$ cat config.mk
export PLATFORM = sky130hd
export DESIGN_NAME = serial_frame_tx
export DESIGN_NICKNAME = d
export VERILOG_FILES = /design/src/rtl/serial_frame_tx.sv
export SDC_FILE = /design/constraint.sdc
export NUM_CORES = 1
export LEC_CHECK = 0
export ABC_AREA = 0
export CORE_UTILIZATION = 38
export DETAILED_ROUTE_END_ITERATION = 16
export PLACE_DENSITY = 0.69
export SLEW_MARGIN = 25
export SYNTH_ARGS = -nofsm -noshare
export SYNTH_HDL_FRONTEND = slang
export SYNTH_SLANG_ARGS = --single-unit
$ cat constraint.sdc
create_clock -name clk -period 2.02 [get_ports clk]
set_clock_uncertainty 0.15 [all_clocks]
set_input_delay 0.202 -clock clk [delete_from_list [all_inputs] [get_ports clk]]
set_output_delay 0.202 -clock clk [all_outputs]
set_load 0.01 [all_outputs]
$ cat src/rtl/serial_frame_tx.sv
// rtl/serial_frame_tx.sv - parallel-in/serial-out frame transmitter (start, data LSB first, [parity], stop)
// Optional even parity bit: define SERIAL_FRAME_TX_PARITY_EN
module serial_frame_tx #(
  parameter int DATA_W       = 8,
  parameter int CLKS_PER_BIT = 4
) (
  input  logic              clk,
  input  logic              reset,
  input  logic [DATA_W-1:0] tx_data,
  input  logic              tx_valid,
  output logic              tx_ready,
  output logic              tx_out,
  output logic              tx_busy,
  output logic              tx_done
);

  localparam int CW = (CLKS_PER_BIT > 1) ? $clog2(CLKS_PER_BIT) : 1;
  localparam int IW = (DATA_W > 1) ? $clog2(DATA_W) : 1;

  typedef enum logic [2:0] {
    S_IDLE   = 3'd0,
    S_START  = 3'd1,
    S_DATA   = 3'd2,
`ifdef SERIAL_FRAME_TX_PARITY_EN
    S_PARITY = 3'd4,
`endif
    S_STOP   = 3'd3
  } state_t;

  state_t            state, state_n;
  logic [CW-1:0]     cnt, cnt_n;
  logic [IW-1:0]     idx, idx_n;
  logic [DATA_W-1:0] shift_reg, shift_n;
  logic              out_n;
  logic              done_n;
  logic              last_tick;
  logic              last_bit;
`ifdef SERIAL_FRAME_TX_PARITY_EN
  logic              par, par_n;
`endif

  assign tx_ready  = (state == S_IDLE) && !reset;
  assign tx_busy   = (state != S_IDLE);
  assign last_tick = (cnt == CW'(CLKS_PER_BIT - 1));
  assign last_bit  = (idx == IW'(DATA_W - 1));

  // State and datapath registers; reset forces the line idle-high at once
  always_ff @(posedge clk or posedge reset) begin
    if (reset) begin
      state     <= S_IDLE;
      cnt       <= '0;
      idx       <= '0;
      shift_reg <= '0;
      tx_out    <= 1'b1;
      tx_done   <= 1'b0;
`ifdef SERIAL_FRAME_TX_PARITY_EN
      par       <= 1'b0;
`endif
    end else begin
      state     <= state_n;
      cnt       <= cnt_n;
      idx       <= idx_n;
      shift_reg <= shift_n;
      tx_out    <= out_n;
      tx_done   <= done_n;
`ifdef SERIAL_FRAME_TX_PARITY_EN
      par       <= par_n;
`endif
    end
  end

  // Next state and next line value; the line value is chosen one cycle ahead so tx_out is a flop
  always_comb begin
    state_n = state;
    cnt_n   = cnt;
    idx_n   = idx;
    shift_n = shift_reg;
    out_n   = tx_out;
    done_n  = 1'b0;
`ifdef SERIAL_FRAME_TX_PARITY_EN
    par_n   = par;
`endif
    case (state)
      S_IDLE: begin
        out_n = 1'b1;
        cnt_n = '0;
        idx_n = '0;
        if (tx_valid && tx_ready) begin
          shift_n = tx_data;
          out_n   = 1'b0;
          state_n = S_START;
`ifdef SERIAL_FRAME_TX_PARITY_EN
          par_n   = ^tx_data;
`endif
        end
      end
      S_START: begin
        if (last_tick) begin
          cnt_n   = '0;
          out_n   = shift_reg[0];
          state_n = S_DATA;
        end else begin
          cnt_n = cnt + CW'(1);
        end
      end
      S_DATA: begin
        if (last_tick) begin
          cnt_n = '0;
          if (last_bit) begin
`ifdef SERIAL_FRAME_TX_PARITY_EN
            out_n   = par;
            state_n = S_PARITY;
`else
            out_n   = 1'b1;
            state_n = S_STOP;
`endif
          end else begin
            idx_n   = idx + IW'(1);
            shift_n = shift_reg >> 1;
            out_n   = shift_n[0];
          end
        end else begin
          cnt_n = cnt + CW'(1);
        end
      end
`ifdef SERIAL_FRAME_TX_PARITY_EN
      S_PARITY: begin
        if (last_tick) begin
          cnt_n   = '0;
          out_n   = 1'b1;
          state_n = S_STOP;
        end else begin
          cnt_n = cnt + CW'(1);
        end
      end
`endif
      S_STOP: begin
        if (last_tick) begin
          cnt_n   = '0;
          out_n   = 1'b1;
          done_n  = 1'b1;
          state_n = S_IDLE;
        end else begin
          cnt_n = cnt + CW'(1);
        end
      end
      default: begin
        state_n = S_IDLE;
        out_n   = 1'b1;
      end
    endcase
  end

endmodule

======== After elaboration in Yosys (flattened, before gate mapping) ========
Cells that the tools add are included.
operators by class
  $add $sub $neg .......................... 2
  multiply operators ...................... 0
  divide/modulo/power cells ............... 0
  order comparisons ....................... 0
  eq/ne operators ......................... 11
  shift operators ......................... 0
  muxes and demuxes ....................... 23
  bitwise gates (word level) .............. 0
  reduce and logical (&&, ||, !) cells .... 12
operator list
  cell                   count
  $mux W8                3
  $mux W3                7
  $pmux W8 S2            1
  $pmux W3 S4            1
  $ne A2 B2 Y1 const B   5
  $mux W1                7
  $eq A3 B2 Y1 const B   2
  $pmux W3 S2            1
  $reduce_and A3 Y1      2
  $reduce_and A5 Y1      1
  $pmux W1 S4            1
  $pmux W2 S2            1
  $reduce_and A4 Y1      1
  $reduce_bool A2 Y1     2
  $add A3 B1 Y3 const B  1
  $eq A3 B1 Y1 const B   1
  $eq A3 B3 Y1 const B   1
  $logic_not A3 Y1       1
  $reduce_bool A3 Y1     1
  $reduce_or A3 Y1       1
  $add A2 B1 Y2 const B  1
  $eq A2 B2 Y1 const B   1
  $logic_and A1 B1 Y1    2
  $mux W2                1
  other kinds (2)        2
storage, ports and cells
  bits in registers ....................... 18
  latch bits .............................. 0
  memory bits (writable) .................. 0
  bits in read-only memories .............. 0
  input port bits ......................... 11
  word-level logic and storage cells ...... 54
  memories kept ........................... 0

======== Logic depth before layout (Yosys ltp) ========
  word-level depth ........................ 5
  mapped depth ............................ 7
  gate-level depth less buffers ........... 6

======== Worst setup path after synthesis ========
Ideal clock, no wire load.
  path kind ............................... register to register
  start point ............................. register idx[0]
  end point ............................... register shift_reg[0]
  library setup time ...................... 125 ps
  data arrival time ....................... 1594 ps
  required time ........................... 1745 ps
  path slack .............................. 151 ps
  cell stages (with the launch flop) ...... 8
  path buffers ............................ 1
  period minus slack after synthesis ...... 1869 ps
  path through ............................ dfrtp_1 > ha_1 > ha_1 > and2b_1 > mux2i_2 > nor2b_2 > buf_6 > mux2_4
between the ends
  cells in the longest elaborated chain, start to end .. 3
RTL lines
  item                                line  source
  start: declaration                  32    logic [IW-1:0] idx, idx_n;
  start signal: assignment            62    idx <= idx_n;
  $eq A3 B3 Y1                        45    assign last_bit = (idx == IW'(DATA_W - 1));
  $ne A2 B2 Y1 (no source line)       -
  $reduce_and A4 Y1 (no source line)  -
  end signal: assignment              63    shift_reg <= shift_n;
  end: declaration                    33    logic [DATA_W-1:0] shift_reg, shift_n;
Every way passes these cells.
A chain may end at the register's enable or synchronous reset.

======== Final worst setup path ========
  start point ............................. register idx[0]
  end point ............................... register shift_reg[5]
The elaborated chain is that of the path after synthesis.

==> results.toml <==
[worst_setup_path]
endpoint_kind = "flip-flop"
crit_path_end = "shift_reg[5]"
path_class = "reg -> reg"
cp-start-kind = "flip-flop"
critPathRequiredTime_ps = 2060
crit_arrival_ps = 2010
r2r_slack_ps = 50
rr_startpoint = "idx[0]"
r2r_cells = 6
r2r-end = "shift_reg[5]"
worstPathMaxFanout = 8
critPathLaunch = "idx[0]"

[cts]
cts.path.max_buffers = 2
cts_hold_buffers = 0
clk_pin_slew_ps = 100
insertion_delay_ps = 290
clock_sinks = 17
cts_made_buffers = 3
root_buffer = "clkbuf_4"
htree_levels = 1
cts_tree = "yes"

[floorplan]
dieArea_um2 = 2720
rows = 17
boundaryPins = 15
start_util_pct = 41.6
core_um2 = 2300
die_h_um = 52.2
die_x_um = 52.2

[route]
wl_per_cell_um = 14.2
routed_wirelength_um = 1870
drtIter0Drc = 6
vias_per_cell = 4.92
drtAntennaViolNets = 0
drc = 0
drt-pass1-iter-count = 3
via_count = 650

[timing]
fin_crit_sh_pct = 97.5
clock.fmax_mhz = 508
drv_slew = 0
slew_headroom_pct = 80.0
setup_viol = 0
period_minus_slack_ps = 1970
hold_viol = 0
setup_tns_ps = 0
worst_pin_slew_ps = 300

[global_routing]
grt_max_degree = 18
grt_pass1_wl_um = 3040
antenna_found_initial = 0
grt_overflow = 0
track_usage_pct = 15.9
grt_pass1_vias = 655

[pwr]
combPwrFrac_pct = 61.7
clockPowerShare_pct = 9.4
intPower_mw = 1.33
peakVddDrop_uv = 703
p_leak_nw = 0.612
power.density_nw_per_um2 = 1590
seqPwrFrac_pct = 28.9
p_switching_uw = 707
netSwitchingFraction_pct = 34.7

[finish]
area_growth_pct = 34.2
n_antenna_cell = 0
nets = 125
fill_cells = 192
largest_reg_flops = 8
regArea_um2 = 427
stdcell_count = 132
multi_input_area_um2 = 522
drive_above_1_share_pct = 42.3
design_area_um2 = 1280

[synthesis]
netlist.top_cell.by_area = "dfrtp_1"
netlist-cell-type-count = 28
syn_area_um2 = 956
synth.ff_latch_count = 17
ys_seq_area_share_pct = 44.6
ys_warn_count = 0
yosys-top-cells-area = "dfrtp_1, ha_1, mux2_4"
synth_area_per_cell_um2 = 12.9
synth_top_area_share_pct = 41.9
postSynthCellCount = 74
synth_nets = 94

[placement]
dp.cells = 127
place_area_um2 = 1210
portBuffers = 14
dpl.hpwl_um = 1340
gp_congestion = 0.803

[outcome]
status = "finished clean"

[hold_path]
hold_path_class = "in -> async"

[job]
cap_violations = 0
layout by cell type, fill, tap and decap left out:
cell and n:
a21o_1 1, a21oi_1 1, a22o_1 2, a31o_2 1
and2_1 2, and2b_2 1, buf_4 14, clkbuf_1 1
clkbuf_4 3, clkdlybuf4s50_1 12, dfrtp_1 16, dfstp_2 1
dlygate4sd2_1 1, dlymetal6s2s_1 1, ha_1 6, ha_2 2
ha_4 1, inv_1 5, inv_2 2, mux2_2 9
mux2_4 7, mux2i_1 1, mux2i_4 1, nand2_1 1
nand4_1 1, nor2_1 1, nor2b_4 1, nor3_1 1
nor3_2 1, o2111ai_1 1, o21ai_0 2, o21bai_1 1
o221ai_1 1, o22ai_1 1, o31a_1 1
power groups by stage:
stage	logic [mW]	clock network, mW	registers (mW)
after floorplan	0.800	0	0.585
after global placement	1.13	0	0.595
after detailed placement	1.16	0	0.600
after CTS	1.23	0.199	0.588
after global routing	1.37	0.216	0.608
final	1.26	0.192	0.588
worst min path at each step:
| stage | from | end | slack (ps) |
|---|---|---|---|
| 6_report | reset | cnt[1] | 120 |
| 5_1_grt | reset | cnt[1] | 190 |
| 4_1_cts | reset | cnt[1] | 130 |
| 3_5_place_dp | shift_reg[5] | shift_reg[5] | 350 |
| 3_3_place_gp | shift_reg[5] | shift_reg[5] | 350 |
| 2_1_floorplan | reset | cnt[0] | -10 |
logic make-up (layout without fill, tap and decap cells):
kind of cell               Yosys count  in the layout  share of synthesized area, %
AOI/OAI and AO/OA                   12             12                          9.29
adders and majority gates            9              9                          11.8
buffers and inverters                9             39                          4.71
DFF                                 17             17                          44.6
muxes                               18             18                          24.1
and+or+nand+nor                      9              9                          5.50
per-layer routing:
| metal | GRT usage, % | share of wire, % |
|---|---|---|
| met5 | 0 | 0 |
| met1 | 22.2 | 48 |
| met2 | 22.2 | 47 |
| met4 | 10.1 | 3.2 |
| met3 | 2.63 | 1.3 |
repair_timing:
action,4_1_cts,5_1_grt
gates resized for setup,5,6
buffers inserted,1,0
setup endpoints to repair,10,10
stage by stage:
| stage | hold WS, ps | setup WS, ps | total power [mW] | utilization, % |
|---|---|---|---|---|
| 2_1_floorplan | -14.2 | 151 | 1.39 | - |
| 3_3_place_gp | 345 | -55.6 | 1.73 | 52.7 |
| 3_5_place_dp | 345 | -106 | 1.76 | 52.7 |
| 4_1_cts | 134 | 11.8 | 2.02 | 54.8 |
| 5_1_grt | 190 | -5.37 | 2.20 | 55.8 |
| 6_report | 120 | 50.3 | 2.04 | 55.8 |
final cells by class:
type	count	share of cell area (%)
multi-input cells	48	40.7
flip-flops and latches	17	33.3
repair buffers	28	19.2
well taps	28	2.73
clock buffers	4	2.05
inverters	7	2.05
synth_stat cells:
library cell	number
o21bai_1	1
clkbuf_4	1
mux2i_2	1
a22o_1	2
a31o_2	1
nor2_1	1
o21ai_0	2
dfstp_2	1
buf_6	1
inv_2	1
nand2_1	1
nand4_1	1
inv_1	6
o22ai_1	1
dfrtp_1	16
a21oi_1	1
o31a_1	1
and2b_1	1
mux2_2	9
and2_1	2
a21o_1	1
nor2b_2	1
ha_1	9
mux2_4	7
nor3_1	2
o2111ai_1	1
mux2i_1	1
o221ai_1	1
critical path, cell delays in order, from the launching register on:
cell	delay, ps
dfrtp_1	410
ha_2	190
ha_2	170
and2b_2	240
mux2i_4	80
nor2b_4	290
mux2_4	330
Power figures use the tool's default switching activity.
